**config.mk**
```make
export PLATFORM = sky130hd
export DESIGN_NAME = pipe_stage_skid
export DESIGN_NICKNAME = d
export VERILOG_FILES = /design/src/rtl/pipe_stage_skid.sv
export SDC_FILE = /design/constraint.sdc
export NUM_CORES = 1
export LEC_CHECK = 0
export CAP_MARGIN = 10
export CORE_AREA = 8 8 150 222
export DETAILED_ROUTE_END_ITERATION = 12
export DIE_AREA = 0 0 158 230
export GPL_ROUTABILITY_DRIVEN = 1
export PLACE_DENSITY = 0.79
export RECOVER_POWER = 100
export SLEW_MARGIN = 20
export SYNTH_ARGS = -nofsm -noshare
export SYNTH_HDL_FRONTEND = slang
export SYNTH_SLANG_ARGS = --single-unit
export TNS_END_PERCENT = 20
```
**constraint.sdc**
```tcl
create_clock -name CLK -period 2.2 [get_ports CLK]
set_input_delay 0.22 -clock CLK [delete_from_list [all_inputs] [get_ports CLK]]
set_output_delay 0.22 -clock CLK [all_outputs]
set_load 0.1 [all_outputs]
```
**src/rtl/pipe_stage_skid.sv**
```systemverilog
// pipe_stage_skid: handshaked inter-stage register with a 2-entry skid buffer.
// Carries an opaque {DATA, CTRL} beat between two pipeline stages. The
// registered output side (main) plus one skid entry let IN_READY be a
// registered-state function, so upstream ready never depends on OUT_READY.
// Global STALL freezes the stage. FLUSH drops every held beat and turns the
// held control fields into bubbles. A saturating counter records stalled
// and back-pressured cycles for performance monitoring.
module pipe_stage_skid #(
  parameter int                 DATA_W      = 128,
  parameter int                 CTRL_W      = 24,
  parameter logic [CTRL_W-1:0]  BUBBLE_CTRL = '0,
  parameter int                 CNT_W       = 16
) (
  input  logic              CLK,
  input  logic              RESET,
  input  logic              STALL,
  input  logic              FLUSH,
  input  logic              IN_VALID,
  output logic              IN_READY,
  input  logic [DATA_W-1:0] IN_DATA,
  input  logic [CTRL_W-1:0] IN_CTRL,
  output logic              OUT_VALID,
  input  logic              OUT_READY,
  output logic [DATA_W-1:0] OUT_DATA,
  output logic [CTRL_W-1:0] OUT_CTRL,
  output logic [1:0]        OCCUPANCY,
  output logic [CNT_W-1:0]  STALL_CNT
);

  // State encoding equals the number of held beats, so OCCUPANCY is the
  // state register itself.
  localparam logic [1:0] S_EMPTY = 2'd0;
  localparam logic [1:0] S_ONE   = 2'd1;
  localparam logic [1:0] S_TWO   = 2'd2;

  localparam logic [CNT_W-1:0] CNT_MAX = {CNT_W{1'b1}};

  logic [1:0]        state_q,     state_d;
  logic [DATA_W-1:0] main_data_q, main_data_d;
  logic [CTRL_W-1:0] main_ctrl_q, main_ctrl_d;
  logic [DATA_W-1:0] skid_data_q, skid_data_d;
  logic [CTRL_W-1:0] skid_ctrl_q, skid_ctrl_d;
  logic              out_valid_q;
  logic [CTRL_W-1:0] out_ctrl_q;
  logic [CNT_W-1:0]  stall_cnt_q;

  logic in_ready;
  logic in_fire;
  logic out_fire;
  logic stall_event;

  // Upstream may push whenever a slot is free and the pipe is not frozen or
  // being redirected; this is the only combinational input-to-output path.
  assign in_ready    = (state_q != S_TWO) & ~STALL & ~FLUSH;
  assign in_fire     = IN_VALID & in_ready;
  assign out_fire    = out_valid_q & OUT_READY & ~STALL;
  assign stall_event = STALL | (out_valid_q & ~OUT_READY);

  // Next-state and datapath selection for the main/skid pair.
  always_comb begin
    // NOTE: every variable gets a hold default before any branch, so no
    // path leaves it unassigned and no latch is inferred.
    state_d     = state_q;
    main_data_d = main_data_q;
    main_ctrl_d = main_ctrl_q;
    skid_data_d = skid_data_q;
    skid_ctrl_d = skid_ctrl_q;

    if (FLUSH) begin
      // Redirect: drop everything. Data payloads are left untouched because
      // a bubble is identified by its control field alone.
      state_d     = S_EMPTY;
      main_ctrl_d = BUBBLE_CTRL;
      skid_ctrl_d = BUBBLE_CTRL;
    end else if (!STALL) begin
      unique case (state_q)
        S_EMPTY: begin
          if (in_fire) begin
            state_d     = S_ONE;
            main_data_d = IN_DATA;
            main_ctrl_d = IN_CTRL;
          end
        end
        S_ONE: begin
          if (in_fire && out_fire) begin
            // Pass-through: the new beat replaces the departing one.
            main_data_d = IN_DATA;
            main_ctrl_d = IN_CTRL;
          end else if (in_fire) begin
            // Downstream blocked: park the younger beat in skid.
            state_d     = S_TWO;
            skid_data_d = IN_DATA;
            skid_ctrl_d = IN_CTRL;
          end else if (out_fire) begin
            state_d = S_EMPTY;
          end
        end
        S_TWO: begin
          if (out_fire) begin
            // Skid is always younger than main, so it moves forward.
            state_d     = S_ONE;
            main_data_d = skid_data_q;
            main_ctrl_d = skid_ctrl_q;
          end
        end
        default: begin
          state_d = S_EMPTY;
        end
      endcase
    end
  end

  // Stage storage and registered output flags; synchronous active-low reset.
  always_ff @(posedge CLK) begin
    if (!RESET) begin
      // NOTE: the payload registers are reset too, because OUT_DATA must read
      // zero after reset; nothing here is a RAM, so the cost is only a mux.
      state_q     <= S_EMPTY;
      main_data_q <= '0;
      main_ctrl_q <= BUBBLE_CTRL;
      skid_data_q <= '0;
      skid_ctrl_q <= BUBBLE_CTRL;
      out_valid_q <= 1'b0;
      out_ctrl_q  <= BUBBLE_CTRL;
    end else begin
      // NOTE: non-blocking assignments so every flop samples the pre-edge
      // values regardless of statement order.
      state_q     <= state_d;
      main_data_q <= main_data_d;
      main_ctrl_q <= main_ctrl_d;
      skid_data_q <= skid_data_d;
      skid_ctrl_q <= skid_ctrl_d;
      // Valid and the masked control are precomputed from the next state so
      // both leave the block straight from a flop.
      out_valid_q <= (state_d != S_EMPTY);
      out_ctrl_q  <= (state_d == S_EMPTY) ? BUBBLE_CTRL : main_ctrl_d;
    end
  end

  // Saturating count of cycles the stage is frozen or back-pressured.
  always_ff @(posedge CLK) begin
    if (!RESET) begin
      stall_cnt_q <= '0;
    end else if (stall_event && (stall_cnt_q != CNT_MAX)) begin
      stall_cnt_q <= stall_cnt_q + 1'b1;
    end
  end

  assign IN_READY  = in_ready;
  assign OUT_VALID = out_valid_q;
  assign OUT_DATA  = main_data_q;
  assign OUT_CTRL  = out_ctrl_q;
  assign OCCUPANCY = state_q;
  assign STALL_CNT = stall_cnt_q;

  // Structural invariants of the stage.
  a_state_legal : assert property (@(posedge CLK) disable iff (!RESET)
    state_q != 2'd3);
  a_valid_match : assert property (@(posedge CLK) disable iff (!RESET)
    out_valid_q == (state_q != S_EMPTY));
  a_bubble_ctrl : assert property (@(posedge CLK) disable iff (!RESET)
    !out_valid_q |-> (out_ctrl_q == BUBBLE_CTRL));

endmodule

```
After elaboration in Yosys (flattened, before gate mapping)
Cells that the tools add are included.
{ "op_classes": {"addsub": 1, "eq_ne": 7, "n_mux": 18, "bitwise": 12, "reduce_logical": 11} }
{ "op_table": {"columns": ["operator", "n"], "rows": [
  ["$mux 128", 3],
  ["$pmux 128 s3", 1],
  ["$mux 24", 5],
  ["$pmux 24 s3", 1],
  ["$add 16x1->16 const B", 1],
  ["$ne 16x16->1 const B", 1],
  ["$mux 2", 7],
  ["$ne 2x2->1 const B", 4],
  ["$and 1x1->1", 6],
  ["$pmux 2 s3", 1],
  ["$reduce_and 6->1", 1],
  ["$not 1->1", 5],
  ["$reduce_and 5->1", 1],
  ["$logic_not 2->1", 2],
  ["$reduce_and 4->1", 1],
  ["$reduce_or 2->1", 2],
  ["$reduce_bool 3->1", 1],
  ["$eq 2x1->1 const B", 1],
  ["$eq 2x2->1 const B", 1],
  ["$logic_and 1x1->1", 2],
  ["$reduce_bool 2->1", 1],
  ["$or 1x1->1", 1]
]} }
{ "totals": {"ff_bits": 347, "output_inout_bits": 172, "word_cells": 57} }

Depth between registers and ports, before layout
Gate-level depths: netlist of run 1.
{ "logic_depth": {"word_depth": 11, "mapped_depth": 9, "depth_no_buf": 5} }

Worst setup path before layout of run 1
Ideal clock, no wire load.
{ "synth_path": {"kind": "reg2out", "startpoint": "register state_q[0], in the netlist OCCUPANCY[0]", "endpoint": "output IN_READY", "t_arrival_ns": 3.837, "t_required_ns": 1.980, "setup_slack_ns": -1.857, "stages_incl_launch_ff": 7, "n_path_buf": 4, "path_cell_list": "dfxtp_1 buf_4 nor2b_1 buf_2 buf_2 buf_1 nor3_1"} }
{ "synth_via": {"elab_chain_len": 3} }
{ "synth_rtl": {"columns": ["element", "line_no", "text"], "rows": [
  ["start: declaration", "38", "logic [1:0] state_q, state_d;"],
  ["start signal: assignment", "128", "state_q <= state_d;"],
  ["$ne 2x2->1", "54", "assign in_ready = (state_q != S_TWO) & ~STALL & ~FLUSH;"],
  ["$and 1x1->1 (2 in series)", "54", null],
  ["end: declaration", "19", "output logic IN_READY,"]
]} }
No other way between the ends.

Final worst setup path of run 1
{ "layout_path": {"startpoint": "register state_q[1], in the netlist OCCUPANCY[1]", "endpoint": "output IN_READY"} }
Same word-level chain as after synthesis.

==> results.toml, run 1 <==
[timing]
max_freq_mhz = 467.2
min_period_ps = 2140
period_share_pct = 97.29
setup_violations = 0
finalMaxSlewViolations = 0
slew_headroom_pct = 53.14
hold-worst-slack_ps = 278.1
rsz0062_at_grt = "no"
timing_hold_violations_final = 0
clock_skew_ps = 12.81
tightest_slew_ps = 702.9

[clock_network]
cts_tree = "yes"
clk_pin_slew_worst_paths_ps = 60
h-tree-depth = 2
postCtsHoldBufs = 0
cts.path.max_buffers = 3
clock-sinks = 347
clock_latency_ps = 520
cts-root-buf = "clkbuf_16"
cts_buffers = 34

[place]
placedCellCount = 2479
dpl.hpwl_um = 32680
io_buffers = 329
place_congestion = 0.8292

[routing]
wl_per_cell_um = 19.92
vias_per_cell = 6.004
drt-initial-drc-count = 1153
dr.pass1.iters = 5
drc = 0
wl_um = 50630
vias = 15260
postRouteAntennaNets = 0

[synthesis]
synth_cells = 1863
synth_top_area_share_pct = 46.17
synth_flop_cell = "dfxtp_1"
yosysTopAreaCell = "dfxtp_1"
synth-warning-count = 0
synth.net_count = 2022
async_flop_share_pct = 0
synth_area_mm2 = 0.01505
synthTopCellsByArea = "dfxtp_1, nand2_1, a21oi_1"
synth-seq-cells = 347
synth.avg_cell_area_um2 = 8.077
synth.yosys.seq_area_share_pct = 46.17
ys_types = 55
synth-edff-count = 0

[die]
die_y_um = 230
initial_core_util_pct = 50.06
coreArea_mm2 = 0.03006
fp.dieArea_mm2 = 0.03634
fp.dieW_um = 158
io_pins = 330
rows = 78

[global_routing]
track_usage_pct = 26.81
antenna_found_initial = 4
grt_start_max_net_pins = 119
grt_pass1_wl_um = 79380
grt_overflow = 0
grt_pass1_vias = 14910

[cells_and_area]
nets = 2275
stdcell_count = 2542
drive_gt1_share_pct = 15.98
synthToLayoutAreaGrowth_pct = 27.65
final-seq-area_mm2 = 0.006953
num-fill-cells = 2648
postLayoutCoreUtil_pct = 63.90
multi_input_area_mm2 = 0.007273

[critical_path]
critPathLaunchType = "register"
r2r-end = "OUT_CTRL[20]"
rrSetupSlack_ps = 150
worst-path-stages = 4
crit_path_end_kind = "output port"
crit_type = "reg -> out"
crit_start = "OCCUPANCY[1]"
cp_slowest_cell = "dfxtp_2"
reg2reg_from = "OUT_VALID"
crit_path_max_incr_delay_ps = 490
rr_worst_depth = 5
cp_data_required_time_ps = 1980
crit_path_end = "IN_READY"
cp_top_family = "buffers and inverters"
worstPathArrival_ps = 1920
cp.buffers_inverters = 2
cp_max_fo = 46
worstPathCellList = "nor2b_4 > buf_16 > nor3_4 > buf_6"

[pwr]
power_uw = 15040
irDropWorstVdd_v = 0.0006079
cellPowerDensity_mw_per_mm2 = 782.9
p_leak_uw = 0.007265

[worst_hold_path]
min_from = "IN_DATA[13]"
hold_path.class = "in -> reg"

[status]
status = "finished, final reports clean"

[flow_run]
cap_violations = 0
## per-layer routing
layer	routed length, um	GRT usage (%)	up-vias	part of all wire (%)
met4	2928	16.32	4	5.8
met5	23	0	-	0.045
li1	-	-	7136	-
met3	4154	5.126	173	8.2
met1	18140	30.11	7209	36
met2	25380	45.87	741	50
## metrics by stage
step | setup TNS (ps) | cell area, um^2 | worst slack (ps)
after global placement | 0 | 18570 | 34.78
final | 0 | 19210 | 59.69
after floorplan | -2100 | 15060 | -244.2
after detailed placement | -164.9 | 18570 | -40.22
after CTS | 0 | 19760 | 48.70
after global routing | 0 | 19210 | 16.50
## worst reg2reg max path, stage by stage, from the launching register on
cell and delay (ps):
dfxtp_2 550, and2_0 240, clkbuf_2 470, and4_1 260
o21ai_0 110, a211oi_1 320
## Yosys cell counts, types with 4 or more instances
| library cell | instances |
|---|---|
| nand2b_1 | 13 |
| buf_2 | 33 |
| nand2_1 | 581 |
| inv_1 | 4 |
| buf_1 | 6 |
| mux2_4 | 6 |
| a311oi_1 | 128 |
| a221oi_1 | 17 |
| and3_1 | 27 |
| and4_1 | 24 |
| mux2_2 | 17 |
| o21ai_0 | 49 |
| a221oi_2 | 6 |
| a211o_1 | 23 |
| o31a_1 | 24 |
| buf_6 | 14 |
| a211oi_1 | 27 |
| dfxtp_1 | 347 |
| nor2_1 | 7 |
| a21oi_1 | 316 |
| clkbuf_1 | 132 |
| mux2i_1 | 12 |
| nand3_1 | 6 |
## worst min-delay path by stage
stage | slack (ps) | depth (start not counted) | endpoint
2_1_floorplan | 360 | 2 | skid_ctrl_q[0]
3_3_place_gp | 440 | 2 | skid_ctrl_q[11]
3_5_place_dp | 440 | 2 | skid_ctrl_q[19]
4_1_cts | 260 | 3 | skid_data_q[71]
5_1_grt | 280 | 3 | skid_data_q[11]
6_report | 280 | 3 | skid_data_q[13]
## report_power, final
| part | leakage (uW) | internal, uW | total [uW] | switching, uW |
|---|---|---|---|---|
| Sequential | 0.00282 | 6450 | 6570 | 122 |
| Combinational | 0.00388 | 681 | 2430 | 1750 |
| Clock | 0.000570 | 3570 | 6030 | 2460 |
## repair_timing
item,CTS,global route
hold endpoints to repair,0,0
resized for setup,1,0
setup endpoints to repair,1,0
buffers inserted,0,0
## logic make-up (layout without fill, tap and decap cells)
group	count (synthesis)	after routing	share of synthesized area (%)
mux	35	35	2.669
fa+ha+maj	1	1	0.08314
compound gates	608	608	26.28
flops	347	347	46.17
other cells	0	2	0
simple gates	680	680	19.00
buf+inv	192	469	5.796
## flip-flops by register name (all words and copies together), names as in the netlist
register and flops:
main_ctrl_q 24, STALL_CNT 16, OUT_CTRL 24, OUT_DATA 128, skid_ctrl_q 24, OUT_VALID 1, OCCUPANCY 2, skid_data_q 128
## cell type report
class | instances | share of cell area, %
flip-flops and latches | 347 | 36.20
diodes | 2 | 0.02606
repair buffers | 404 | 17.15
well taps | 400 | 2.606
clock inverters | 8 | 0.4821
inverters | 5 | 0.1368
multi-input cells | 1324 | 37.87
clock buffers | 52 | 5.531
## cell usage in the layout, fill, tap and decap left out, types with 37 or more instances in the layout
cell type / count
nand2_1: 581
buf_4: 38
clkdlybuf4s50_1: 157
clkbuf_16: 37
clkbuf_2: 175
a21oi_1: 316
dfxtp_1: 344
a311oi_1: 128
o21ai_0: 50
(Power assumes the default switching activity.)
==> inputs of run 2 (changes only) <==
--- a/config.mk
+++ b/config.mk
@@ -6,11 +6,11 @@
 export NUM_CORES = 1
 export LEC_CHECK = 0
 export CAP_MARGIN = 10
-export CORE_AREA = 8 8 150 222
+export CORE_AREA = 2 2 144 216
 export DETAILED_ROUTE_END_ITERATION = 12
-export DIE_AREA = 0 0 158 230
+export DIE_AREA = 0 0 146 218
 export GPL_ROUTABILITY_DRIVEN = 1
-export PLACE_DENSITY = 0.79
+export PLACE_DENSITY = 0.86
 export RECOVER_POWER = 100
 export SLEW_MARGIN = 20
 export SYNTH_ARGS = -nofsm -noshare
==> run 2 against run 1 <==
Core utilization increased by 0.27 points. Final cell count grew 0.43%. Total power grew 1.4%. First-iteration DRC count is 9.3% higher. Non-clock buffer count rose by 8. Critical path depth up 2. Register-to-register slack got worse by 100 ps. Hold slack lost 9.1 ps. Critical path type is now reg -> reg. Largest power group unchanged. Wire length is 3.9% lower. Global-route usage up 2.2 points. Combinational power is essentially flat.
==> results.toml, run 2 (synthesized netlist as in run 1, its figures left out) <==
[timing]
clock_skew_ps = 20.01
max_freq_mhz = 465.1
finalMaxSlewViolations = 0
slew_headroom_pct = 22.75
tightest_slew_ps = 1164
setup_slack_ps = 49.90
min_period_ps = 2150
period_share_pct = 97.73
rsz0062_at_grt = "no"
timing_hold_violations_final = 0
setup_violations = 0

[place]
dp_slack_ps = -53.34
place_congestion = 0.8644
dpl.hpwl_um = 30970
io_buffers = 329

[global_routing]
grt_start_max_net_pins = 122
grt_pass1_wl_um = 76090
grt_overflow = 0
grt_pass1_vias = 14640
antenna_found_initial = 3
track_usage_pct = 29.00

[critical_path]
worstPathArrival_ps = 2560
critPathLaunchType = "register"
worstPathCellList = "buf_12 > a21bo_2 > a32o_4 > and2_4 > buf_6 > a311oi_1"
r2r-end = "OUT_DATA[8]"
crit_path_max_incr_delay_ps = 360
cp_data_required_time_ps = 2610
reg2reg_from = "OCCUPANCY[0]"
crit_path_end_kind = "register"
rr_worst_depth = 6
crit_type = "reg -> reg"
cp_slowest_cell = "dfxtp_4"
cp_max_fo = 51
rrSetupSlack_ps = 50

[clock_network]
clk_pin_slew_worst_paths_ps = 60
cts-root-buf = "clkbuf_16"
cts_buffers = 35
h-tree-depth = 2
clock-sinks = 347
cts_setup_buffers = 0
cts_tree = "yes"
postCtsHoldBufs = 0
clock_latency_ps = 530
cts.path.max_buffers = 3
cts_resized = 0

[die]
initial_core_util_pct = 50.06
die_y_um = 218
io_pins = 330
fp.dieArea_mm2 = 0.03183
rows = 78
fp.dieW_um = 146
coreArea_mm2 = 0.03006

[routing]
dr.pass1.iters = 5
drt-initial-drc-count = 1260
postRouteAntennaNets = 0
vias = 15330
wl_per_cell_um = 19.06
vias_per_cell = 6.004
drc = 0
wl_um = 48660

[worst_hold_path]
min_to = "skid_data_q[98]"
hold-path-cell-count = 3
hold_path.class = "in -> reg"
min_from = "IN_DATA[98]"

[pwr]
irDropWorstVdd_v = 0.0006042
cellPowerDensity_mw_per_mm2 = 790.5
power_uw = 15250
p_leak_uw = 0.007312

[cells_and_area]
synthToLayoutAreaGrowth_pct = 28.19
drive_gt1_share_pct = 16.18
num-fill-cells = 2593
layout_commonest_cell = "nand2_1"
nets = 2284
final_cell_mix = "nand2_1, dfxtp_1, a21oi_1"

[flow_run]
cap_violations = 0

[status]
status = "finished, final reports clean"
-- run 2: cell types whose count changed in the layout (fill, tap and decap cells not counted), sizes merged --
cell and change:
clkdlybuf4s50 -1, dlygate4sd3 +1, bufinv +2, clkinv +4, buf +5
-- run 2: final cells by class --
type,instances,area [um^2],area share (%)
clock inverters,14,172.7,0.8952
clock buffers,49,1031,5.345
multi-input cells,1324,7252,37.60
diodes,2,5.005,0.02595
inverters,5,26.28,0.1362
well taps,400,500.5,2.595
flip-flops and latches,347,6953,36.05
repair buffers,412,3348,17.36
-- run 2: metrics by stage --
| stage | instance area (um^2) | hold WS (ps) | setup TNS [ps] | std cells | utilization, % |
|---|---|---|---|---|---|
| global route | 19290 | 279.2 | 0 | 2553 | 64.17 |
| CTS | 19810 | 252.9 | 0 | 2549 | 65.90 |
| floorplan | 15060 | 356.0 | -2100 | 1863 | - |
| detailed placement | 18610 | 442.0 | -306.6 | 2486 | 61.90 |
| finish | 19290 | 269.0 | 0 | 2553 | 64.17 |
| global placement | 18610 | 437.8 | -21.31 | 2486 | 61.90 |
-- run 2: per-layer routing --
metal  up-vias  wire [um]  track usage [%]
met5         -         16                0
met1      7204      17530            33.00
li1       7147          -                -
met3       205       3847            5.586
met4         2       2959            18.61
met2       770      24310            49.80
-- run 2: report_power, final --
group          internal [uW]  total (uW)  switching (uW)
Sequential              6450        6570             113
Clock                   3750        6250            2500
Combinational            680        2430            1750
Total                  10900       15200            4370
-- run 2: worst max path at each step --
stage	cells past startpoint	from	endpoint
4_1_cts	5	OCCUPANCY[1]	IN_READY
6_report	6	OCCUPANCY[0]	OUT_DATA[8]
2_1_floorplan	5	STALL_CNT[7]	STALL_CNT[11]
5_1_grt	6	OCCUPANCY[0]	skid_data_q[64]
3_5_place_dp	7	IN_VALID	OUT_CTRL[15]
3_3_place_gp	7	IN_VALID	OUT_CTRL[15]
-- run 2: worst max-delay path: cells and delay by family, from the launching register on --
kind / cells / cell delay (ps)
flops: 1 / 360
compound gates: 3 / 970
buf+inv: 2 / 440
simple gates: 1 / 200
